<file path="config.mk">
export PLATFORM = sky130hd
export DESIGN_NAME = ex_mem_latch
export DESIGN_NICKNAME = d
export VERILOG_FILES = /design/src/rtl/ex_mem_latch.sv
export SDC_FILE = /design/constraint.sdc
export NUM_CORES = 1
export LEC_CHECK = 0
export BUFFER_PORTS_ARGS = -buffer_cell sky130_fd_sc_hd__buf_2
export CELL_PAD_IN_SITES_DETAIL_PLACEMENT = 1
export CELL_PAD_IN_SITES_GLOBAL_PLACEMENT = 1
export CORE_UTILIZATION = 33
export CTS_CLUSTER_DIAMETER = 80
export DETAILED_ROUTE_END_ITERATION = 7
export HOLD_SLACK_MARGIN = 0.08
export PLACE_DENSITY = 0.81
export REMOVE_ABC_BUFFERS = 1
export SYNTH_ARGS = -nofsm -noshare
export SYNTH_HDL_FRONTEND = slang
export SYNTH_SLANG_ARGS = --single-unit
export TNS_END_PERCENT = 100
</file>
<file path="constraint.sdc">
create_clock -name clk -period 1.9 [get_ports clk]
set_input_delay 0.285 -clock clk [delete_from_list [all_inputs] [get_ports clk]]
set_output_delay 0.285 -clock clk [all_outputs]
set_load 0.005 [all_outputs]
</file>
<file path="src/rtl/ex_mem_latch.sv">
// EX/MEM pipeline register with stall/flush and a saturating taken-branch counter.
// Optional build macro EX_MEM_BRANCH_SQUASH_EN: a taken branch squashes the EX entry behind it.
module ex_mem_latch #(
    parameter int unsigned WIDTH = 32,
    parameter int unsigned REG_W = 5,
    parameter int unsigned CNT_W = 16
) (
    input  logic             clk,
    input  logic             rst,
    input  logic             stall,
    input  logic             flush,
    input  logic             ex_valid,
    input  logic [1:0]       ctlwb_in,
    input  logic [2:0]       ctlm_in,
    input  logic [WIDTH-1:0] npc_target_in,
    input  logic             zero_in,
    input  logic [WIDTH-1:0] alu_result_in,
    input  logic [WIDTH-1:0] rdata2_in,
    input  logic [REG_W-1:0] dest_reg_in,
    output logic             mem_valid,
    output logic [1:0]       wb_ctlout,
    output logic             m_ctlout,
    output logic             mem_read,
    output logic             mem_write,
    output logic [WIDTH-1:0] add_result,
    output logic             zero,
    output logic [WIDTH-1:0] alu_result,
    output logic [WIDTH-1:0] rdata2out,
    output logic [REG_W-1:0] five_bit_muxout,
    output logic [CNT_W-1:0] taken_count
);

    logic             valid_q, valid_d;
    logic [1:0]       wb_q, wb_d;
    logic             branch_q, branch_d;
    logic             mrd_q, mrd_d;
    logic             mwr_q, mwr_d;
    logic [WIDTH-1:0] target_q, target_d;
    logic             zero_q, zero_d;
    logic [WIDTH-1:0] alu_q, alu_d;
    logic [WIDTH-1:0] wdata_q, wdata_d;
    logic [REG_W-1:0] dest_q, dest_d;
    logic [CNT_W-1:0] cnt_q, cnt_d;

    logic taken;
    logic squash;
    logic bubble;

    assign taken = valid_q & branch_q & zero_q;

`ifdef EX_MEM_BRANCH_SQUASH_EN
    assign squash = taken;
`else
    assign squash = 1'b0;
`endif

    // Flush beats stall; an unstalled edge with no real instruction loads zeros.
    assign bubble = flush | (~stall & (squash | ~ex_valid));

    always_comb begin
        valid_d  = valid_q;
        wb_d     = wb_q;
        branch_d = branch_q;
        mrd_d    = mrd_q;
        mwr_d    = mwr_q;
        target_d = target_q;
        zero_d   = zero_q;
        alu_d    = alu_q;
        wdata_d  = wdata_q;
        dest_d   = dest_q;
        if (bubble) begin
            valid_d  = 1'b0;
            wb_d     = 2'b00;
            branch_d = 1'b0;
            mrd_d    = 1'b0;
            mwr_d    = 1'b0;
            target_d = '0;
            zero_d   = 1'b0;
            alu_d    = '0;
            wdata_d  = '0;
            dest_d   = '0;
        end else if (!stall) begin
            valid_d  = 1'b1;
            wb_d     = ctlwb_in;
            branch_d = ctlm_in[2];
            mrd_d    = ctlm_in[1];
            mwr_d    = ctlm_in[0];
            target_d = npc_target_in;
            zero_d   = zero_in;
            alu_d    = alu_result_in;
            wdata_d  = rdata2_in;
            dest_d   = dest_reg_in;
        end
    end

    // A held branch is counted once, on the edge it leaves the register.
    always_comb begin
        cnt_d = cnt_q;
        if (taken && !stall && !(&cnt_q)) begin
            cnt_d = cnt_q + {{(CNT_W-1){1'b0}}, 1'b1};
        end
    end

    always_ff @(posedge clk) begin
        if (rst) begin
            valid_q  <= 1'b0;
            wb_q     <= 2'b00;
            branch_q <= 1'b0;
            mrd_q    <= 1'b0;
            mwr_q    <= 1'b0;
            target_q <= '0;
            zero_q   <= 1'b0;
            alu_q    <= '0;
            wdata_q  <= '0;
            dest_q   <= '0;
            cnt_q    <= '0;
        end else begin
            valid_q  <= valid_d;
            wb_q     <= wb_d;
            branch_q <= branch_d;
            mrd_q    <= mrd_d;
            mwr_q    <= mwr_d;
            target_q <= target_d;
            zero_q   <= zero_d;
            alu_q    <= alu_d;
            wdata_q  <= wdata_d;
            dest_q   <= dest_d;
            cnt_q    <= cnt_d;
        end
    end

    assign mem_valid       = valid_q;
    assign wb_ctlout       = wb_q;
    assign m_ctlout        = branch_q;
    assign mem_read        = mrd_q;
    assign mem_write       = mwr_q;
    assign add_result      = target_q;
    assign zero            = zero_q;
    assign alu_result      = alu_q;
    assign rdata2out       = wdata_q;
    assign five_bit_muxout = dest_q;
    assign taken_count     = cnt_q;

endmodule
</file>
# [After elaboration in Yosys (flattened, before gate mapping)]
# Index checks and enable logic that the tools add are counted.
# Widths: inputs -> output; s select.
[totals] regBits=124 input_bits=112 out_inout_bits=124 wordCells=24
[classes] n_addsub=1 bitwise_logic=6 n_reduce_logical=6
[op_table] operator="$add 16x1->16 const B" n=1
[op_table] operator="$reduce_and 16->1" n=1
[op_table] operator="$and 1x1->1" n=3
[op_table] operator="$logic_and 1x1->1" n=2
[op_table] operator="$logic_not 1->1" n=2
[op_table] operator="$not 1->1" n=2
[op_table] operator="$reduce_or 2->1" n=1
[op_table] operator="$or 1x1->1" n=1

# [Longest topological paths before layout]
# Gate-level depths: netlist of the first run.
[logic_depth] depth_word=4 mapped_depth=6 depth_no_buf=5

# [Worst setup path before layout of the first run]
# No wires, ideal clock.
[synth_timing] path_type="reg-to-reg" start="register cnt_q[0], in the netlist taken_count[0]" end="register cnt_q[1], in the netlist taken_count[1]" setup_time_ps=128 arrival_time_ps=1602 path_slack_ps=171 stages_incl_launch_ff=6 n_path_buf=0 cell_sequence="dfxtp_1 -> ha_1 -> nand4_2 -> o41ai_4 -> mux2i_1 -> nor2_1"
[synth_via] elab_chain_cells=3
[synth_lines] item="from (decl)" line_no="43" text="logic [CNT_W-1:0] cnt_q, cnt_d;"
[synth_lines] item="from (signal assigned)" line_no="128" text="cnt_q <= cnt_d;"
[synth_lines] item="parallel branches: the longest is 3 deep, another holds $add 16x1->16"
# Several ways; the timed one is not identified.
# A chain may end at the register's enable or synchronous reset.

# [Worst setup path in the final report of the first run]
[layout_timing] start="register cnt_q[1], in the netlist taken_count[1]" end="register cnt_q[0], in the netlist taken_count[0]"
[layout_via] elab_chain_cells=3
[layout_lines] item="$reduce_and 16->1" line_no="99" text="if (taken && !stall && !(&cnt_q)) begin"
[layout_lines] item="$logic_not 1->1" line_no="99"
[layout_lines] item="$logic_and 1x1->1" line_no="99"
# No other way between the ends.

==> results of run 1 <==
## placed cells by master, fill, tap and decap left out
cell type,instances
a21oi_1,13
and3_1,2
and4_1,2
and4b_2,1
buf_12,2
buf_2,234
buf_4,10
buf_6,1
bufinv_16,4
clkbuf_1,4
clkbuf_16,17
clkbuf_8,2
clkinv_2,4
dfxtp_1,124
ha_1,1
inv_1,2
mux2_1,1
mux2i_1,108
nand2_1,6
nand3_1,5
nand4_1,4
nand4_2,2
nor2_1,112
nor2b_1,1
nor3_1,1
nor4_1,1
nor4_4,1
o2111ai_1,1
o21ai_0,4
o21ai_1,4
o21ai_4,1
o31ai_1,4
o41ai_4,1
or3_1,9
or4_1,3
xor2_1,2
## power by group
part	total, mW	switching, mW	internal [mW]
clock	3.35	1.10	2.25
combinational	0.471	0.227	0.244
sequential	2.70	0.0328	2.67
## synth_stat cells (all sizes together)
cell | instances | share of area
a21oi | 13 | 0.014
and3 | 2 | 0.0027
and4 | 2 | 0.0038
and4b | 1 | 0.0025
buf | 14 | 0.015
clkbuf | 12 | 0.0098
dfxtp | 124 | 0.54
ha | 1 | 0.0027
inv | 2 | 0.0016
mux2 | 1 | 0.0025
mux2i | 108 | 0.24
nand2 | 6 | 0.0049
nand3 | 5 | 0.0055
nand4 | 6 | 0.011
nor2 | 112 | 0.092
nor2b | 1 | 0.0014
nor3 | 1 | 0.0011
nor4 | 2 | 0.0060
o2111ai | 1 | 0.0019
o21ai | 9 | 0.0098
o31ai | 4 | 0.0066
o41ai | 1 | 0.0060
or3 | 9 | 0.012
or4 | 3 | 0.0049
xor2 | 2 | 0.0038
## metrics by stage
| step | setup TNS, ps | power (mW) | util | cell area, um^2 | instances |
|---|---|---|---|---|---|
| final | 0 | 6.52 | 0.493 | 6600 | 870 |
| after global routing | -2.24 | 6.77 | 0.493 | 6600 | 870 |
| after CTS | 0 | 6.60 | 0.492 | 6590 | 868 |
| after detailed placement | -38.5 | 3.23 | 0.446 | 5980 | 837 |
| after floorplan | -242480 | 2.94 | - | 4470 | 416 |
| after global placement | 0 | 3.20 | 0.446 | 5980 | 837 |
## kinds of logic after synthesis
logic type                 count (synthesis)
buffers and inverters                     28
AOI/OAI and AO/OA                         28
muxes                                    109
and+or+nand+nor                          150
xor gates and xnor gates                   2
adders and majority gates                  1
DFF                                      124
## worst max path at each step
stage	slack, ps	to	startpoint	depth (start not counted)
detailed placement	-40	taken_count[1]	taken_count[1]	5
global route	-2	taken_count[0]	taken_count[1]	6
global placement	120	taken_count[1]	taken_count[1]	5
finish	90	taken_count[0]	taken_count[1]	6
floorplan	-2250	add_result[0]	stall	2
CTS	40	taken_count[1]	taken_count[1]	5
## per-layer routing
metal	vias to the layer above	global-route usage	part of all wire
li1	1989	-	-
met1	1970	0.201	0.38
met2	151	0.350	0.54
met3	25	0.0566	0.066
met4	0	0.0930	0.022
met5	-	0	0
## final cells by class
class                   instances  area [um^2]  share of cell area
flip-flops and latches        124         2480               0.376
multi-input cells             290         1990               0.301
well taps                     176          220              0.0334
repair buffers                247         1300               0.197
clock buffers                  23          468              0.0709
inverters                       2         7.51             0.00114
clock inverters                 8          140              0.0212
## state kept, by name, indices dropped and copies added, names as in the netlist
name	flops
add_result	32
five_bit_muxout	5
m_ctlout	1
alu_result	32
wb_ctlout	2
taken_count	16
zero	1
mem_valid	1
rdata2out	32
mem_write	1
mem_read	1
## worst max-delay path, delay by kind of cell (launching register included)
| family | cells | cell delay [ps] |
|---|---|---|
| xor gates and xnor gates | 1 | 150 |
| and+or+nand+nor | 2 | 250 |
| AOI/OAI and AO/OA | 1 | 430 |
| DFF | 1 | 400 |
| adders and majority gates | 1 | 260 |
| buffers and inverters | 1 | 210 |
## timing repair
item | CTS | global route
gates cloned | 0 | 0
pin swaps | 1 | 2
buffers inserted | 0 | 2
setup endpoints to repair | 1 | 7
gates resized for setup | 0 | 0
==> reports/metrics.yaml, run 1 <==
grt:
  antenna_found_initial: 0
  grt_pass1_vias: 4472
  track_usage: 0.193
  grt_max_degree: 72
  grt_pass1_wl_um: 21600
  overflow: 0
drt:
  drc: 0
  wl_per_cell_um: 15.6
  drt_iter0_drc: 204
  dr.pass1.iters: 4
  postRouteAntennaNets: 0
  routed_wl_um: 13600
  vias: 4135
  via_per_inst: 4.75
synth:
  yosys.area_share.simple: 0.148
  synth.avg_cell_area_um2: 10.4
  synth-seq-cells: 124
  muxShareOfSynthArea: 0.238
  synth.distinct_cells: 28
  yosys_warnings: 0
  synth_top_family_by_area: "multiplexers"
  synth-xor-area-share: 0.00382
  syn_inst: 442
  synth_compound_area_frac: 0.0385
  synth_fa_ha_area_frac: 0.00273
  synth_area_um2: 4580
  yosysSeqAreaShare: 0.542
power:
  vdd_drop_max_v: 0.000479
  p_per_area_nw_per_um2: 987
  p_leak_nw: 3.39
critical_path:
  path_class: "reg -> reg"
  max_stage_delay_ps: 430
  critPathSlowestCell: "o41ai_4"
  r2r-end: "taken_count[0]"
  path_cells: "ha_1 -> nand4_2 -> o41ai_4 -> buf_4 -> xor2_1 -> nor2_1"
  rr_startpoint: "taken_count[1]"
  r2r_cells: 6
  critPathCaptureType: "flop"
  r2r_slack_ps: 90
  startpoint_type: "flop"
  worstPathArrival_ps: 2110
  cp_max_fo: 7
  critical_path_required_ps: 2190
timing:
  worstMarginPinSlew_ps: 664
  finalCritPeriodShare: 0.955
  whs_ps: 106
  finalMaxSlewViolations: 0
  setup_viol: 0
  fmax_mhz: 551
  period_needed_ps: 1810
  clock_skew_ps: 7.99
  fin_ws_ps: 85.1
  hold_viol: 0
  slew_headroom: 0.557
worst_hold_path:
  hold_depth: 3
  min_from: "dest_reg_in[3]"
  hold_path_class: "in -> reg"
  hold_end: "five_bit_muxout[3]"
clock_network:
  cts_tree: "done"
  insertion_delay_ps: 410
  cts-hold-fix-buffers: 0
  cts_sinks: 124
  cts-root-buf: "clkbuf_16"
  clkSlewWorstSetupHoldPaths_ps: 50
  cts_htree_levels: 4
  cts_inserted_buffers: 17
  clk_path_buf_depth: 2
place:
  gp_congestion: 0.824
  dp_slack_ps: -38.5
  hpwl_um: 10200
  port_buffers: 235
finish:
  diodes: 0
  fin_nets: 795
  fillers: 1579
  drive_gt1_frac: 0.403
  area_growth_pct: 44.1
job:
  drv_cap: 0
floorplanning:
  dieArea_um2: 14400
  core_um2: 13400
  io_pins: 236
  die_w_um: 120
  start_util: 0.342
  die_y_um: 120
  rows: 42
run_status:
  status: "finished, final reports clean"
No activity file was read; power rests on OpenSTA's default activity.
==> inputs of run 2 (changes only) <==
--- a/config.mk
+++ b/config.mk
@@ -8,6 +8,7 @@
 export BUFFER_PORTS_ARGS = -buffer_cell sky130_fd_sc_hd__buf_2
 export CELL_PAD_IN_SITES_DETAIL_PLACEMENT = 1
 export CELL_PAD_IN_SITES_GLOBAL_PLACEMENT = 1
+export CORE_MARGIN = 2
 export CORE_UTILIZATION = 33
 export CTS_CLUSTER_DIAMETER = 80
 export DETAILED_ROUTE_END_ITERATION = 7
==> constraint.sdc (replaced) <==
create_clock -name clk -period 2 [get_ports clk]
set_input_delay 0.6 -clock clk [delete_from_list [all_inputs] [get_ports clk]]
set_output_delay 0.6 -clock clk [all_outputs]
set_load 0.005 [all_outputs]
==> reports/metrics.yaml, run 2 (synthesized netlist as in run 1, its figures left out) <==
run_status:
  status: "finished, final reports clean"
floorplanning:
  io_pins: 236
  start_util: 0.334
  core_um2: 13700
  die_w_um: 122
  rows: 43
  die_y_um: 122
  dieArea_um2: 14800
finish:
  fillers: 1591
  seqCellArea_um2: 2480
  area_growth_pct: 44.7
  multi_input_area_um2: 2000
  post-route-cell-area_um2: 6630
  drive_gt1_frac: 0.406
  fin_nets: 792
  instances_no_fill: 872
  final_common_cell: "buf_2"
  final_cell_mix: "buf_2 (234), dfxtp_1 (124), nor2_1 (112), mux2i_1 (108), clkbuf_16 (17)"
  post-route-util: 0.483
  diodes: 0
drt:
  wl_per_cell_um: 15.9
  dr.pass1.iters: 4
  vias: 4146
  postRouteAntennaNets: 0
  drt_iter0_drc: 182
  routed_wl_um: 13900
  via_per_inst: 4.75
  drc: 0
critical_path:
  crit_cells: 5
  critPathCaptureType: "flop"
  rr_startpoint: "taken_count[1]"
  r2r_slack_ps: 150
  critPathSlowestCell: "dfxtp_1"
  cp.buffers_inverters: 0
  crit_family: "simple AND/OR/NAND/NOR gates"
  critical_path_required_ps: 2320
  r2r_cells: 5
  max_stage_delay_ps: 420
  startpoint: "taken_count[1]"
  path_cells: "ha_2 -> and4_1 -> o2111ai_2 -> or3_1 -> a21oi_1"
  startpoint_type: "flop"
  worstPathArrival_ps: 2170
  r2r-end: "taken_count[14]"
  path_class: "reg -> reg"
  cp_max_fo: 5
  cp-endpoint: "taken_count[14]"
grt:
  overflow: 0
  grtUsageMet3: 0.0735
  track_usage: 0.185
  antenna_found_initial: 1
  grt_pass1_vias: 4321
  grt.busiest_layer: "met2"
  grt_pass1_wl_um: 21400
  met1_usage: 0.185
  met2_usage: 0.343
  grt_max_degree: 67
timing:
  rsz0062_at_grt: "false"
  fmax_mhz: 539
  finalMaxSlewViolations: 0
  fin_ws_ps: 145
  slew_headroom: 0.643
  finalCritPeriodShare: 0.927
  clock_skew_ps: 9.21
  worstMarginPinSlew_ps: 534
  hold_viol: 0
  setup_viol: 0
  period_needed_ps: 1850
power:
  combPwrFrac: 0.073
  power_frac_clock: 0.514
  vdd_drop_max_v: 0.000454
  p_sw_mw: 1.33
  p_per_area_nw_per_um2: 938
  swShare: 0.214
  p_leak_nw: 3.38
  intPower_mw: 4.88
  seqPwrFrac: 0.412
clock_network:
  cts-root-buf: "clkbuf_16"
  cts_inserted_buffers: 17
  clk_path_buf_depth: 2
  clkSlewWorstSetupHoldPaths_ps: 60
  cts_htree_levels: 4
  cts_sinks: 124
  cts_setup_buffers: 0
  cts_tree: "done"
  insertion_delay_ps: 400
place:
  placed_cells: 840
  port_buffers: 235
  hpwl_um: 10200
  place_area_um2: 6000
  dp_slack_ps: -88.7
  gp_congestion: 0.773
worst_hold_path:
  hold_path_class: "in -> reg"
job:
  drv_cap: 0
==> run 2: changes by cell type in the layout (fill, tap and decap cells not counted), sizes merged <==
cell / change
clkinv: +1
buf: -3
clkinvlp: +2
clkbuf: -2
==> run 2: how the worst min path moves through the flow <==
stage | from | endpoint | slack (ps) | cells after the start
after floorplan | mem_valid | mem_valid | 460 | 2
after global placement | rdata2out[26] | rdata2out[26] | 470 | 2
after detailed placement | rdata2out[24] | rdata2out[24] | 480 | 2
after CTS | ctlm_in[2] | m_ctlout | 410 | 3
after global routing | ctlm_in[2] | m_ctlout | 410 | 3
final | rdata2_in[5] | rdata2out[5] | 420 | 3
==> run 2: power groups by stage <==
stage / registers, mW / clock network (mW) / logic (mW)
finish: 2.56 / 3.20 / 0.456
global route: 2.57 / 3.41 / 0.500
CTS: 2.56 / 3.27 / 0.464
detailed placement: 2.62 / 0 / 0.459
global placement: 2.61 / 0 / 0.440
floorplan: 2.62 / 0 / 0.173
==> run 2: metrics by stage <==
stage	hold WS (ps)	total power [mW]	setup TNS (ps)
final	424	6.22	0
after global routing	412	6.47	0
after CTS	409	6.30	0
after detailed placement	482	3.07	-190
after global placement	469	3.05	-50.8
after floorplan	455	2.79	-265700
==> run 2: per-layer routing <==
layer  vias up  share of wire
met2       147           0.54
met4         0          0.012
met3        13          0.076
li1       1998              -
met1      1988           0.37
met5         -              0
==> run 2: timing repair <==
action,4_1_cts,5_1_grt
hold buffers,0,0
endpoints found under the setup margin,0,7
resized for setup,0,2
==> run 2: cell type report <==
class | count | area share
flip-flops and latches | 124 | 0.374
well taps | 180 | 0.0340
multi-input cells | 290 | 0.301
repair buffers | 244 | 0.196
clock buffers | 21 | 0.0680
inverters | 2 | 0.00113
clock inverters | 11 | 0.0253
==> run 2: worst register-to-register path, stage by stage (launching register included) <==
cell and delay (ps):
dfxtp_1 420, ha_2 260, and4_1 280, o2111ai_2 210, or3_1 400, a21oi_1 210
==> inputs of run 3 (changes only) <==
--- a/config.mk
+++ b/config.mk
@@ -9,11 +9,12 @@
 export CELL_PAD_IN_SITES_DETAIL_PLACEMENT = 1
 export CELL_PAD_IN_SITES_GLOBAL_PLACEMENT = 1
 export CORE_MARGIN = 2
-export CORE_UTILIZATION = 33
+export CORE_UTILIZATION = 30
 export CTS_CLUSTER_DIAMETER = 80
 export DETAILED_ROUTE_END_ITERATION = 7
 export HOLD_SLACK_MARGIN = 0.08
-export PLACE_DENSITY = 0.81
+export PLACE_DENSITY = 0.78
+export RECOVER_POWER = 50
 export REMOVE_ABC_BUFFERS = 1
 export SYNTH_ARGS = -nofsm -noshare
 export SYNTH_HDL_FRONTEND = slang
==> constraint.sdc (replaced) <==
create_clock -name clk -period 1.56 [get_ports clk]
set_input_delay 0.468 -clock clk [delete_from_list [all_inputs] [get_ports clk]]
set_output_delay 0.468 -clock clk [all_outputs]
set_load 0.005 [all_outputs]
==> reports/metrics.yaml, run 3 (synthesized netlist as in run 1, its figures left out) <==
power:
  intPower_mw: 5.89
  combPwrFrac: 0.075
  power_frac_clock: 0.497
  swShare: 0.233
  p_sw_mw: 1.79
  p_leak_nw: 3.54
  vdd_drop_max_v: 0.000647
  seqPwrFrac: 0.428
  p_per_area_nw_per_um2: 1090
  total_power_mw: 7.68
grt:
  met1_usage: 0.179
  track_usage: 0.184
  grt.busiest_layer: "met2"
  overflow: 0
  met2_usage: 0.353
  grtUsageMet3: 0.0603
  antenna_found_initial: 0
  grt_pass1_wl_um: 23400
  grt_pass1_vias: 4784
  grt_max_degree: 50
clock_network:
  cts-root-buf: "clkbuf_16"
  cts_inserted_buffers: 17
  cts_sinks: 124
  cts_htree_levels: 4
  clkSlewWorstSetupHoldPaths_ps: 60
  cts-hold-fix-buffers: 0
  insertion_delay_ps: 410
  cts_tree: "done"
  clk_path_buf_depth: 2
timing:
  clock_skew_ps: 6.22
  period_needed_ps: 1680
  finalCritPeriodShare: 1.08
  finalMaxSlewViolations: 0
  worstMarginPinSlew_ps: 588
  slew_headroom: 0.608
  setup_viol: 28
  fin_ws_ps: -121
  setup-tns-final_ps: -674
  fmax_mhz: 595
  rsz0062_at_grt: "true"
  hold_viol: 0
place:
  gp_congestion: 0.870
  port_buffers: 235
  dp_slack_ps: -360
  hpwl_um: 11300
  place_area_um2: 6370
critical_path:
  path_cells: "ha_4 -> nand4_4 -> buf_6 -> nor4_4 -> buf_4 -> or4_1 -> a21oi_1"
  path_class: "reg -> reg"
  cp-endpoint: "taken_count[9]"
  cp_max_fo: 5
  critPathSlowestCell: "or4_1"
  rr_startpoint: "taken_count[0]"
  worstPathArrival_ps: 2010
  startpoint_type: "flop"
  startpoint: "taken_count[0]"
  r2r-end: "taken_count[9]"
  r2r_slack_ps: -120
  crit_cells: 7
  critPathCaptureType: "flop"
  r2r_cells: 7
  cp.buffers_inverters: 2
  crit_family: "simple AND/OR/NAND/NOR gates"
  max_stage_delay_ps: 520
  critical_path_required_ps: 1890
finish:
  area_growth_pct: 54.4
  final_common_cell: "buf_2"
  post-route-cell-area_um2: 7070
  post-route-util: 0.470
  fin_nets: 843
  final_cell_mix: "buf_2 (215), nor2_1 (112), dfxtp_1 (110), mux2i_1 (108), buf_4 (45)"
  drive_gt1_frac: 0.466
  diodes: 0
drt:
  drc: 0
  drt_iter0_drc: 140
  dr.pass1.iters: 4
  postRouteAntennaNets: 0
  routed_wl_um: 15100
  via_per_inst: 4.69
  vias: 4368
  wl_per_cell_um: 16.3
run_status:
  violations: "negative setup slack"
  status: "finished with violations"
job:
  drv_cap: 0
floorplanning:
  io_pins: 236
  die_y_um: 128
  dieArea_um2: 16300
  start_util: 0.305
  rows: 45
  die_w_um: 128
  core_um2: 15000
worst_hold_path:
  hold_path_class: "in -> reg"
## run 3: worst min path at each step
stage	start	depth (start not counted)	slack, ps	endpoint
after floorplan	mem_valid	2	460	mem_valid
after global placement	rdata2out[26]	2	470	rdata2out[26]
after detailed placement	five_bit_muxout[0]	2	480	five_bit_muxout[0]
after CTS	npc_target_in[21]	3	270	add_result[21]
after global routing	alu_result_in[31]	3	280	alu_result[31]
final	dest_reg_in[3]	3	280	five_bit_muxout[3]
## run 3: worst reg2reg max path: cells and delay by family, from the launching register on
family / cells / cell delay (ps)
AO/OA/AOI/OAI: 1 / 150
adder cells (fa/ha/maj): 1 / 180
buffers and inverters: 2 / 270
flip-flops: 1 / 360
AND/OR/NAND/NOR: 3 / 650
## run 3: routing by layer
metal	part of all wire	up-vias
met5	0	-
met4	0.023	0
met3	0.066	27
met2	0.55	139
met1	0.36	2111
li1	-	2091
## run 3: metrics by stage
step / cells / hold WS [ps]
floorplan: 416 / 455
global placement: 891 / 469
detailed placement: 891 / 484
CTS: 927 / 271
global route: 931 / 277
finish: 931 / 280
## run 3: layout make-up
cell class / count / area, um^2
timing repair buffer: 295 / 1640
sequential: 124 / 2500
fill: 1737 / 7960
clock buffer: 18 / 429
tap: 188 / 235
multi-input combinational: 290 / 2110
inverter: 2 / 7.51
clock inverter: 14 / 148
## run 3: what timing repair did
item	CTS	global route
setup endpoints to repair	18	21
setup buffers	3	4
endpoints found under the hold margin	0	0
gates resized for setup	24	28
cloned	1	0
pin swaps	14	16
## run 3: power by group through the flow
| stage | combinational, mW | sequential [mW] | clock (mW) |
|---|---|---|---|
| floorplan | 0.221 | 3.36 | 0 |
| global placement | 0.596 | 3.35 | 0 |
| detailed placement | 0.621 | 3.35 | 0 |
| CTS | 0.625 | 3.29 | 3.89 |
| global route | 0.636 | 3.29 | 4.05 |
| finish | 0.580 | 3.28 | 3.81 |
